[config.mk]
export PLATFORM = sky130hd
export DESIGN_NAME = pxs_vga_timing_gen
export DESIGN_NICKNAME = d
export VERILOG_FILES = /design/src/rtl/pxs_vga_timing_gen.sv
export SDC_FILE = /design/constraint.sdc
export NUM_CORES = 1
export LEC_CHECK = 0
export CORE_ASPECT_RATIO = 1.25
export CORE_MARGIN = 8
export CORE_UTILIZATION = 40
export CTS_BUF_LIST = sky130_fd_sc_hd__clkbuf_4 sky130_fd_sc_hd__clkbuf_8 sky130_fd_sc_hd__clkbuf_16
export CTS_CLUSTER_DIAMETER = 60
export DETAILED_ROUTE_END_ITERATION = 16
export GPL_TIMING_DRIVEN = 0
export PLACE_DENSITY = 0.69
export SLEW_MARGIN = 20
export SYNTH_ARGS = -nofsm -noshare
export SYNTH_HDL_FRONTEND = slang
export SYNTH_SLANG_ARGS = --single-unit
[constraint.sdc]
create_clock -name px_clk -period 5.1 [get_ports px_clk]
set_input_delay 1.275 -clock px_clk [delete_from_list [all_inputs] [get_ports px_clk]]
set_output_delay 1.275 -clock px_clk [all_outputs]
set_load 0.01 [all_outputs]
[src/rtl/pxs_vga_timing_gen.sv]
// VGA timing source: free-running h/v counters drive a registered 23-bit pixel stream
// {HS, VS, XC, YC, Active} plus a start-of-frame pulse.
module pxs_vga_timing_gen #(
    parameter int unsigned H_ACTIVE = 640,
    parameter int unsigned H_FP     = 16,
    parameter int unsigned H_SYNC   = 96,
    parameter int unsigned H_BP     = 48,
    parameter int unsigned V_ACTIVE = 480,
    parameter int unsigned V_FP     = 10,
    parameter int unsigned V_SYNC   = 2,
    parameter int unsigned V_BP     = 33,
    parameter logic        SYNC_POL = 1'b0
) (
    input  logic        px_clk,
    input  logic        reset,
    input  logic        px_en,
    output logic [22:0] VGAStr_o,
    output logic        frame_o
);

    localparam int unsigned H_TOTAL = H_ACTIVE + H_FP + H_SYNC + H_BP;
    localparam int unsigned V_TOTAL = V_ACTIVE + V_FP + V_SYNC + V_BP;

    if (H_TOTAL > 1024 || V_TOTAL > 1024) begin : g_bad_timing
        $error("pxs_vga_timing_gen: H_TOTAL and V_TOTAL must not exceed 1024");
    end

    // 11-bit bounds so a total of exactly 1024 still compares correctly.
    localparam logic [10:0] HActEnd   = 11'(H_ACTIVE);
    localparam logic [10:0] HSyncBeg  = 11'(H_ACTIVE + H_FP);
    localparam logic [10:0] HSyncEnd  = 11'(H_ACTIVE + H_FP + H_SYNC);
    localparam logic [10:0] VActEnd   = 11'(V_ACTIVE);
    localparam logic [10:0] VSyncBeg  = 11'(V_ACTIVE + V_FP);
    localparam logic [10:0] VSyncEnd  = 11'(V_ACTIVE + V_FP + V_SYNC);
    localparam logic [9:0]  HLast     = 10'(H_TOTAL - 1);
    localparam logic [9:0]  VLast     = 10'(V_TOTAL - 1);
    localparam logic [22:0] StrReset  = {~SYNC_POL, ~SYNC_POL, 21'd0};

    logic [9:0]  h_q, h_d;
    logic [9:0]  v_q, v_d;
    logic [22:0] str_q, str_d;
    logic        frame_q, frame_d;

    logic [10:0] h_ext, v_ext;
    logic        hs, vs, active;

    assign h_ext = {1'b0, h_q};
    assign v_ext = {1'b0, v_q};

    always_comb begin
        hs      = ~SYNC_POL;
        vs      = ~SYNC_POL;
        active  = 1'b0;
        h_d     = h_q;
        v_d     = v_q;

        if (h_ext >= HSyncBeg && h_ext < HSyncEnd) begin
            hs = SYNC_POL;
        end
        if (v_ext >= VSyncBeg && v_ext < VSyncEnd) begin
            vs = SYNC_POL;
        end
        active  = (h_ext < HActEnd) && (v_ext < VActEnd);

        str_d   = {hs, vs, h_q, v_q, active};
        frame_d = (h_q == 10'd0) && (v_q == 10'd0);

        if (h_q == HLast) begin
            h_d = 10'd0;
            v_d = (v_q == VLast) ? 10'd0 : v_q + 10'd1;
        end else begin
            h_d = h_q + 10'd1;
        end
    end

    always_ff @(posedge px_clk or posedge reset) begin
        if (reset) begin
            h_q     <= 10'd0;
            v_q     <= 10'd0;
            str_q   <= StrReset;
            frame_q <= 1'b0;
        end else if (px_en) begin
            h_q     <= h_d;
            v_q     <= v_d;
            str_q   <= str_d;
            frame_q <= frame_d;
        end
    end

    assign VGAStr_o = str_q;
    assign frame_o  = frame_q;

endmodule

# == Word level (Yosys, flattened, before mapping) ==
# Index checks and enable logic that the tools add are counted.
# word_totals
inputBits,3
regBits,44
mem_bits_ro,0
mem_bits_rw,0
word_cells,25
latch_bits,0
n_memories,0
# op_classes
n_addsub,2
reduce_logical,7
multipliers,0
div,0
magnitude_cmp,6
n_mux,4
eq_ne,2
bitwise_logic,0
shift,0
# ops
operator,n
"10-bit by 1-bit adder with 10-bit output, second input constant",2
"10-bit equality test, second input constant",2
10-bit zero test,2
"10-bit < comparator, second input constant",2
"10-bit by 9-bit < comparator with 1-bit output, second input constant",2
10-bit two-way mux,2
"10-bit greater-or-equal comparator, second input constant",1
"10-bit by 9-bit greater-or-equal comparator with 1-bit output, second input constant",1
1-bit logical AND,4
1-bit two-way mux,2
2-bit AND reduction,1

# == Logic depth before layout (Yosys ltp) ==
# Gate-level depths: netlist of the first run.
# logic_depth
word_depth,3
mapped_depth,6
depth_no_buf,6

# == Worst setup path after synthesis of the first run ==
# Ideal clock, no wire load.
# synth_timing
kind,input port to flip-flop
startpoint,input port px_en
endpoint,register v_q[8]
cell_stages,6
path_slack_ns,2.078
arrival_ns,2.898
setup_time_ns,0.124
cell_sequence,clkbuf_1 > nand3_1 > or4_4 > buf_6 > or4_4 > xnor2_2
# synth_between
elab_chain_len,1
# synth_lines
element,line,rtl
"start, declared",16,"input logic px_en,"
2-bit AND reduction (no line),-,
"end signal, assigned",84,v_q <= v_d;
"end, declared",40,"logic [9:0] v_q, v_d;"
# Every way passes these cells.
# A chain may end at the register's enable or synchronous reset.

# == Final worst setup path of the first run ==
# Ends and elaborated chain as after synthesis.

==> results.tsv, run 1 <==
stage	metric	value	unit
outcome	status	complete, no violations	
setup_path	Worst setup SP type	primary input	
clock_tree	Longest Clk Path Bufs	2	
global_route	GR Util All Layers	11.3	%
routing	via count	1412	
cells_and_area	ant diodes	0	
global_route	initial antenna violation count	0	
clock_tree	Clock transition at path regs	80	ps
global_route	first-pass GRT wire length	6.76	mm
timing	Worst Max-Slew Pin Slew	769	ps
timing	setup ws final	2110	ps
power_and_ir_drop	Max VDD drop	211	uV
routing	TritonRoute pass-1 iters	4	
cells_and_area	fraction of layout cells with a size suffix above 1	19.8	%
clock_tree	Num CTS Buffers	5	
timing	# setup viols final	0	
floorplan	Initial Util	40.8	%
yosys	yosys synthesis warning count	0	
timing	clock skew	1.69	ps
timing	fmax	334	MHz
yosys	Primary FF master, synth	dfrtp_1	
timing	Final Hold Vio Count	0	
floorplan	die height	95.6	um
floorplan	die area	0.00762	sq mm
placed_design	number of I/O port buffers	25	
setup_path	crit-path max FO	10	
setup_path	Crit Reg-Reg Endpoint	v_q[8]$_DFFE_PP0P_	
clock_tree	CTS sink cnt	44	
yosys	library cells used by synthesis	38	
placed_design	pre-CTS setup slack	1820	ps
floorplan	Die Width	79.7	um
yosys	synthesized flop and latch total	44	
setup_path	r2r setup slk	2810	ps
routing	DRC	0	
floorplan	core area	0.00497	sq mm
power_and_ir_drop	power per cell area	321	mW/mm^2
timing	Final min period	2990	ps
global_route	total grt overflow	0	
min_path	hold wc startpoint	VGAStr_o[21]$_DFFE_PP1P_	
floorplan	site row count	29	
yosys	syn nets	187	
yosys	Yosys top cell area share	51.8	%
placed_design	HPWL Detailed	2.97	mm
yosys	Post-synth EDFFs	0	
timing	slew margin rel.	48.3	%
yosys	Syn Inst Count	179	
min_path	Hold Path Class	register to register	
global_route	vias in the first global route	1456	
setup_path	required time of the critical path	5280	ps
clock_tree	setup bufs post-CTS	0	
clock_tree	hold buffer count at cts	0	
clock_tree	clk_lat worst skew	290	ps
timing	period utilisation layout	58.7	%
placed_design	GPL Wtd Cong	0.820	
power_and_ir_drop	total power draw	0.000797	W
setup_path	worst r2r src	h_q[0]$_DFFE_PP0P_	
clock_tree	CTS tree	yes	
yosys	Cell Area, Synth	0.00203	sq mm
timing	WHS	492	ps
routing	Final ANT Viol Nets	0	
timing	setup tns final	0	ps
cells_and_area	FILL cells	442	
yosys	leading area contributor after synthesis	dfrtp_1	
yosys	dominant cells by area after synthesis	dfrtp_1 52%, mux2_2 12%, ha_1 3.1%	
clock_tree	PostCTS Resize Cnt	0	
yosys	Seq/Total Area, Yosys	54.4	%
global_route	largest net degree at the start of global routing	26	
power_and_ir_drop	Leak Pwr	1.09	nW
setup_path	Reg2Reg Depth	6	
timing	Pins Over Slew Limit	0	
clock_tree	CTS HTree Levels	2	
setup_path	CP endpoint kind	register	
routing	WL/cell	14.7	um
cells_and_area	Final nets	220	
yosys	commonest cells in the netlist	42 x dfrtp_1, 21 x mux2_2, 11 x nand2_1, 11 x o21ai_0	
yosys	Mean Syn Cell Area	11.3	sq um
yosys	most common cell in the netlist	dfrtp_1	
timing	RSZ-0062 raised after global routing	false	
yosys	FFs w/ async S/R, synth	100	%
min_path	WHS Endpoint	VGAStr_o[21]$_DFFE_PP1P_	
placed_design	placed cell area	0.00238	sq mm
flow_run	Max Cap Viol	0	
cells_and_area	post-route cell area	0.00248	sq mm
routing	DR vias/cell	5.15	
routing	DR iter-0 viols	51	
floorplan	IO Pins	27	
routing	WL final	4.03	mm
setup_path	Crit Path Class	primary input to register	
setup_path	WP data arrival	3180	ps
cells_and_area	synth-to-layout area growth	22.2	%
min_path	Hold Crit Depth	2	
clock_tree	root buf cell	clkbuf_8	
==> worst max-delay path: stages <==
cell and delay [ps]:
clkbuf_1 350, nand3_1 270, or4_4 460, buf_6 150, or4_4 520, xnor2_2 140
==> flip-flops by register name (all words and copies together), names as in the netlist <==
signal / flops
VGAStr_o: 23
h_q: 10
v_q: 10
frame_o: 1
==> cell usage in the layout (no fill, tap or decap), types with 2 or more instances in the layout <==
master	count
o21ai_0	11
dfstp_2	2
nand3_1	10
or4_1	2
buf_1	2
nand4_1	3
xor2_1	4
nand2_1	11
ha_1	5
clkbuf_1	5
inv_1	8
nand2b_1	2
clkdlybuf4s50_1	25
nor2_1	10
nor3_1	5
and3_1	2
clkbuf_8	7
or4_4	2
nand4b_1	2
mux2_2	21
dfrtp_1	42
a21oi_1	4
nor4_1	3
xnor2_1	5
==> where the power goes <==
part           total [W]  leakage, nW  switching [W]  internal [W]
Clock           0.000231       0.0503       0.000110      0.000121
Combinational   0.000148        0.473      0.0000696     0.0000785
Sequential      0.000418        0.565      0.0000319      0.000386
Total           0.000797         1.09       0.000212      0.000585
==> cells by family after synthesis <==
| kind of cell | count (synthesis) | synth area share (%) |
|---|---|---|
| AO/OA/AOI/OAI | 21 | 5.92 |
| XOR/XNOR | 10 | 4.69 |
| adder cells (fa/ha/maj) | 5 | 3.08 |
| buffers and inverters | 18 | 3.76 |
| flip-flops | 44 | 54.4 |
| multiplexers | 21 | 11.7 |
| AND/OR/NAND/NOR | 60 | 16.5 |
==> metrics by stage <==
stage               utilization [%]  cells
floorplan                         -    179
detailed placement             47.9    267
global route                   49.9    274
CTS                            49.9    274
finish                         49.9    274
global placement               47.4    266
==> metal layers <==
metal | vias to the layer above | wire [um] | track usage [%] | share of wire [%]
met3 | 10 | 114 | 2.55 | 2.8
met2 | 21 | 2050 | 19.1 | 51
met1 | 688 | 1760 | 12.9 | 44
li1 | 693 | - | - | -
met4 | 0 | 112 | 6.50 | 2.8
met5 | - | 0 | 0 | 0
==> area by class of cell <==
type                            instances  area [sq um]  area share [%]
Multi-Input combinational cell        117           855            34.5
Timing Repair Buffer                   26           270            10.9
Inverter                                9          33.8            1.36
Tap cell                               62          77.6            3.13
Clock buffer                            7          96.3            3.89
Sequential cell                        44          1100            44.5
Buffer                                  9          42.5            1.72
==> worst max path at each step <==
stage	to	startpoint	depth (start not counted)
after floorplan	v_q[8]$_DFFE_PP0P_	px_en	6
after global placement	v_q[4]$_DFFE_PP0P_	px_en	5
after detailed placement	v_q[8]$_DFFE_PP0P_	px_en	6
after CTS	v_q[8]$_DFFE_PP0P_	px_en	6
after global routing	v_q[8]$_DFFE_PP0P_	px_en	6
final	v_q[8]$_DFFE_PP0P_	px_en	6
No activity file was read; power rests on OpenSTA's default activity.
==> inputs of run 2 (changes only) <==
--- a/config.mk
+++ b/config.mk
@@ -12,7 +12,7 @@
 export CTS_CLUSTER_DIAMETER = 60
 export DETAILED_ROUTE_END_ITERATION = 16
 export GPL_TIMING_DRIVEN = 0
-export PLACE_DENSITY = 0.69
+export PLACE_DENSITY = 0.71
 export SLEW_MARGIN = 20
 export SYNTH_ARGS = -nofsm -noshare
 export SYNTH_HDL_FRONTEND = slang
==> constraint.sdc (replaced) <==
create_clock -name px_clk -period 2.6 [get_ports px_clk]
set_input_delay 0.65 -clock px_clk [delete_from_list [all_inputs] [get_ports px_clk]]
set_output_delay 0.65 -clock px_clk [all_outputs]
set_load 0.01 [all_outputs]
==> run 2 against run 1 <==
Effect of this change: clock-buffer cell count unchanged; sequential power up 96%; global-route usage down 0.25 points; final cell count up 0.36%; highest routed layer unchanged.
==> results.tsv, run 2 (synthesis gave the netlist of run 1 again) <==
stage	metric	value	unit
min_path	Hold Path Class	register to register	
setup_path	CP endpoint kind	register	
setup_path	Worst setup SP type	primary input	
clock_tree	setup bufs post-CTS	0	
cells_and_area	post-route cell area	0.00249	sq mm
power_and_ir_drop	Reg power frac	52.6	%
power_and_ir_drop	Leak Pwr	1.09	nW
global_route	initial antenna violation count	0	
clock_tree	root buf cell	clkbuf_8	
timing	slew margin rel.	53.1	%
routing	WL final	3.88	mm
timing	WHS	497	ps
routing	Final ANT Viol Nets	0	
timing	clock skew	4.10	ps
cells_and_area	fin util	50.0	%
power_and_ir_drop	Int Power	0.00114	W
setup_path	crit-path max FO	10	
power_and_ir_drop	sw frac	27.0	%
setup_path	CP max-delay cell	or4_4	
clock_tree	Num CTS Buffers	5	
power_and_ir_drop	combinational share of power	18.7	%
clock_tree	CTS tree	yes	
floorplan	core area	0.00497	sq mm
power_and_ir_drop	Max VDD drop	458	uV
clock_tree	clk_lat worst skew	290	ps
cells_and_area	Final nets	220	
setup_path	Crit Path Class	primary input to register	
cells_and_area	fraction of layout cells with a size suffix above 1	20.2	%
clock_tree	Longest Clk Path Bufs	2	
routing	via count	1412	
routing	DR vias/cell	5.13	
global_route	GR Util All Layers	11.1	%
timing	Pins Over Slew Limit	0	
power_and_ir_drop	power per cell area	627	mW/mm^2
timing	Final min period	2330	ps
setup_path	required time of the critical path	2780	ps
power_and_ir_drop	P_sw	0.000421	W
floorplan	Initial Util	40.8	%
placed_design	placed cell area	0.00238	sq mm
global_route	first-pass GRT wire length	6.74	mm
floorplan	site row count	29	
global_route	largest net degree at the start of global routing	25	
cells_and_area	most common cell after layout, fill and taps aside	dfrtp_1	
timing	Final Hold Vio Count	0	
cells_and_area	max FFs per register	23	
floorplan	Die Width	79.7	um
timing	# setup viols final	0	
setup_path	worst path cell trace	clkbuf_1 > nand3_1 > or4_4 > buf_6 > or4_4 > xnor2_2	
power_and_ir_drop	total power draw	0.00156	W
routing	WL/cell	14.1	um
global_route	total grt overflow	0	
placed_design	number of I/O port buffers	25	
floorplan	die area	0.00762	sq mm
clock_tree	CTS sink cnt	44	
clock_tree	PostCTS Resize Cnt	0	
floorplan	IO Pins	27	
timing	period utilisation layout	89.6	%
setup_path	WP data arrival	2510	ps
floorplan	die height	95.6	um
power_and_ir_drop	Clock power frac	28.7	%
routing	DR iter-0 viols	54	
outcome	status	complete, no violations	
global_route	vias in the first global route	1461	
flow_run	Max Cap Viol	0	
cells_and_area	leading cell types in the layout, fill and taps excluded	42 x dfrtp_1, 25 x clkdlybuf4s50_1, 21 x mux2_2	
clock_tree	Clock transition at path regs	80	ps
routing	DRC	0	
timing	fmax	429	MHz
routing	TritonRoute pass-1 iters	5	
clock_tree	CTS HTree Levels	2	
cells_and_area	FILL cells	441	
timing	RSZ-0062 raised after global routing	false	
cells_and_area	ant diodes	0	
placed_design	HPWL Detailed	2.95	mm
timing	Worst Max-Slew Pin Slew	698	ps
cells_and_area	synth-to-layout area growth	22.6	%
setup_path	most used cell, CP	or4_4	
placed_design	GPL Wtd Cong	0.818	
setup_path	slowest stage delay, CP	530	ps
clock_tree	hold buffer count at cts	0	
[run 2: layout make-up]
class	instances	area [sq um]	area share, %
Sequential cell	44	1100	44.4
Multi-Input combinational cell	117	855	34.4
Timing Repair Buffer	26	278	11.2
Clock buffer	7	90.1	3.62
Tap cell	62	77.6	3.12
Buffer	9	42.5	1.71
Inverter	9	33.8	1.36
Clock inverter	1	7.51	0.302
[run 2: per-stage QoR]
stage / cells / setup slack [ps] / setup TNS (ps)
4_1_cts: 275 / 282 / 0
3_5_place_dp: 267 / -23.6 / -26.7
5_1_grt: 275 / 188 / 0
2_1_floorplan: 179 / 203 / 0
6_report: 275 / 270 / 0
3_3_place_gp: 266 / -72.5 / -95.4
[run 2: path summary, 6_finish.rpt]
kind	startpoint	end	slack, ps	cells after the start
worst max-delay path	px_en	v_q[8]$_DFFE_PP0P_	270	6
worst min-delay path	VGAStr_o[21]$_DFFE_PP1P_	VGAStr_o[21]$_DFFE_PP1P_	500	2
worst max register to register	h_q[0]$_DFFE_PP0P_	v_q[8]$_DFFE_PP0P_	310	6
worst min register to register	VGAStr_o[21]$_DFFE_PP1P_	VGAStr_o[21]$_DFFE_PP1P_	500	2
max in group asynchronous	reset	VGAStr_o[21]$_DFFE_PP1P_	1360	3
min in group asynchronous	reset	VGAStr_o[8]$_DFFE_PP0P_	690	2
[run 2: critical path, delay by kind of cell]
family	cells	cell delay, ps
xor gates and xnor gates	1	140
and+or+nand+nor	3	1240
buffers and inverters	2	480
[run 2: per-layer routing]
metal / routed length, um / global-route usage (%) / share of wire (%) / vias up
met2: 1990 / 19.7 / 51 / 24
met3: 195 / 3.30 / 5.0 / 3
met4: 46 / 3.72 / 1.2 / 0
met5: 0 / 0 / 0 / -
li1: - / - / - / 689
met1: 1640 / 12.2 / 42 / 696
[run 2: power by group through the flow]
stage,Combinational (W),Clock (W),Sequential [W]
finish,0.000292,0.000448,0.000820
global route,0.000320,0.000490,0.000832
CTS,0.000294,0.000466,0.000820
detailed placement,0.000288,0,0.000834
global placement,0.000282,0,0.000830
floorplan,0.000154,0,0.000839
==> inputs of run 3 (changes only) <==
--- a/config.mk
+++ b/config.mk
@@ -11,8 +11,9 @@
 export CTS_BUF_LIST = sky130_fd_sc_hd__clkbuf_4 sky130_fd_sc_hd__clkbuf_8 sky130_fd_sc_hd__clkbuf_16
 export CTS_CLUSTER_DIAMETER = 60
 export DETAILED_ROUTE_END_ITERATION = 16
+export DONT_BUFFER_PORTS = 1
 export GPL_TIMING_DRIVEN = 0
-export PLACE_DENSITY = 0.71
+export PLACE_DENSITY = 0.64
 export SLEW_MARGIN = 20
 export SYNTH_ARGS = -nofsm -noshare
 export SYNTH_HDL_FRONTEND = slang
==> run 3 against run 2 <==
Effect of this change: non-clock buffer count is 25 lower; hold slack worse by 220 ps; utilization is 5.4 points lower; design area is 11% lower; clock-buffer cell count is 1 lower; global-route usage is 0.80 points higher; first-iteration DRC count is 120% higher; register-to-register slack hardly changed; total power is 7.1% lower; critical path depth stayed put; clock skew is 5.0 ps higher; critical endpoint unchanged.
==> results.tsv, run 3 (synthesis gave the netlist of run 1 again) <==
stage	metric	value	unit
timing	WHS	275	ps
floorplan	die height	95.6	um
cells_and_area	Final nets	195	
placed_design	GPL Wtd Cong	0.816	
placed_design	HPWL Detailed	2.94	mm
clock_tree	Clock transition at path regs	80	ps
timing	Worst Max-Slew Pin Slew	753	ps
routing	DRC	0	
floorplan	site row count	29	
global_route	GR Util All Layers	11.9	%
timing	# setup viols final	0	
cells_and_area	fin util	44.7	%
global_route	largest net degree at the start of global routing	24	
placed_design	number of I/O port buffers	0	
floorplan	Initial Util	40.8	%
cells_and_area	post-route cell area	0.00222	sq mm
min_path	Hold Path Class	primary input to async pin	
clock_tree	Longest Clk Path Bufs	2	
floorplan	die area	0.00762	sq mm
cells_and_area	synth-to-layout area growth	9.50	%
timing	setup ws final	232	ps
routing	DR iter-0 viols	121	
timing	fmax	422	MHz
cells_and_area	leading cell types in the layout, fill and taps excluded	42 x dfrtp_1, 21 x mux2_2, 11 x nand2_1, 11 x o21ai_0	
cells_and_area	most common cell after layout, fill and taps aside	dfrtp_1	
clock_tree	setup bufs post-CTS	0	
floorplan	Die Width	79.7	um
clock_tree	CTS sink cnt	44	
global_route	vias in the first global route	1387	
routing	WL final	4.07	mm
clock_tree	Num CTS Buffers	5	
clock_tree	clk_lat worst skew	290	ps
clock_tree	CTS tree	yes	
flow_run	Max Cap Viol	0	
setup_path	crit-path max FO	10	
placed_design	pre-CTS setup slack	-56.6	ps
timing	period utilisation layout	91.1	%
clock_tree	hold buffer count at cts	0	
cells_and_area	ant diodes	0	
outcome	status	complete, no violations	
timing	setup tns final	0	ps
power_and_ir_drop	Max VDD drop	364	uV
routing	Final ANT Viol Nets	0	
cells_and_area	FILL cells	470	
timing	Final Hold Vio Count	0	
setup_path	Crit Path Class	primary input to register	
cells_and_area	max FFs per register	23	
routing	DR vias/cell	5.33	
routing	via count	1328	
power_and_ir_drop	power per cell area	652	mW/mm^2
routing	WL/cell	16.3	um
power_and_ir_drop	Leak Pwr	0.994	nW
timing	RSZ-0062 raised after global routing	false	
global_route	first-pass GRT wire length	7.06	mm
timing	clock skew	9.09	ps
timing	slew margin rel.	49.4	%
placed_design	placed cell area	0.00214	sq mm
cells_and_area	fraction of layout cells with a size suffix above 1	22.5	%
global_route	total grt overflow	0	
global_route	initial antenna violation count	0	
setup_path	Worst setup SP type	primary input	
setup_path	required time of the critical path	2780	ps
timing	Pins Over Slew Limit	0	
clock_tree	root buf cell	clkbuf_8	
clock_tree	CTS HTree Levels	2	
floorplan	core area	0.00497	sq mm
timing	Final min period	2370	ps
setup_path	CP endpoint kind	register	
setup_path	WP data arrival	2550	ps
routing	TritonRoute pass-1 iters	4	
clock_tree	PostCTS Resize Cnt	0	
floorplan	IO Pins	27	
==> run 3: cell type report <==
cell class | count | area, sq um | area share, %
Sequential cell | 44 | 1100 | 49.7
Multi-Input combinational cell | 117 | 855 | 38.5
Tap cell | 62 | 77.6 | 3.49
Clock buffer | 6 | 76.3 | 3.44
Buffer | 9 | 42.5 | 1.92
Inverter | 9 | 33.8 | 1.52
Timing Repair Buffer | 1 | 27.5 | 1.24
Clock inverter | 1 | 5.00 | 0.225
==> run 3: worst max-delay path, cell delays in order <==
cell	delay [ps]
clkbuf_1	330
nand3_1	270
or4_4	470
buf_6	150
or4_4	520
xnor2_2	140
==> run 3: routing by layer <==
layer / up-vias / track usage, % / part of all wire, %
met2: 30 / 20.6 / 52
met5: - / 0 / 0
met3: 4 / 3.96 / 5.3
li1: 639 / - / -
met4: 0 / 3.72 / 0.64
met1: 655 / 13.4 / 42
==> run 3: power breakdown <==
group          total (W)  switching, W  internal (W)
combinational   0.000193      0.000103     0.0000904
clock           0.000410      0.000217      0.000193
sequential      0.000845     0.0000876      0.000758
total            0.00145      0.000408       0.00104
==> run 3: path summary, 6_finish.rpt <==
check | startpoint | end | slack, ps | cells after the start
worst max-delay path | px_en | v_q[8]$_DFFE_PP0P_ | 230 | 6
worst min-delay path | reset | h_q[8]$_DFFE_PP0P_ | 270 | 1
worst max register to register | h_q[0]$_DFFE_PP0P_ | v_q[8]$_DFFE_PP0P_ | 310 | 6
worst min register to register | VGAStr_o[21]$_DFFE_PP1P_ | VGAStr_o[21]$_DFFE_PP1P_ | 520 | 2
max in group asynchronous | reset | v_q[2]$_DFFE_PP0P_ | 1840 | 2
min in group px_clk | VGAStr_o[21]$_DFFE_PP1P_ | VGAStr_o[21]$_DFFE_PP1P_ | 520 | 2
==> run 3: metrics by stage <==
stage          cells  total power [W]
2_1_floorplan    179         0.000993
3_3_place_gp     241          0.00104
3_5_place_dp     242          0.00106
4_1_cts          249          0.00147
5_1_grt          249          0.00155
6_report         249          0.00145
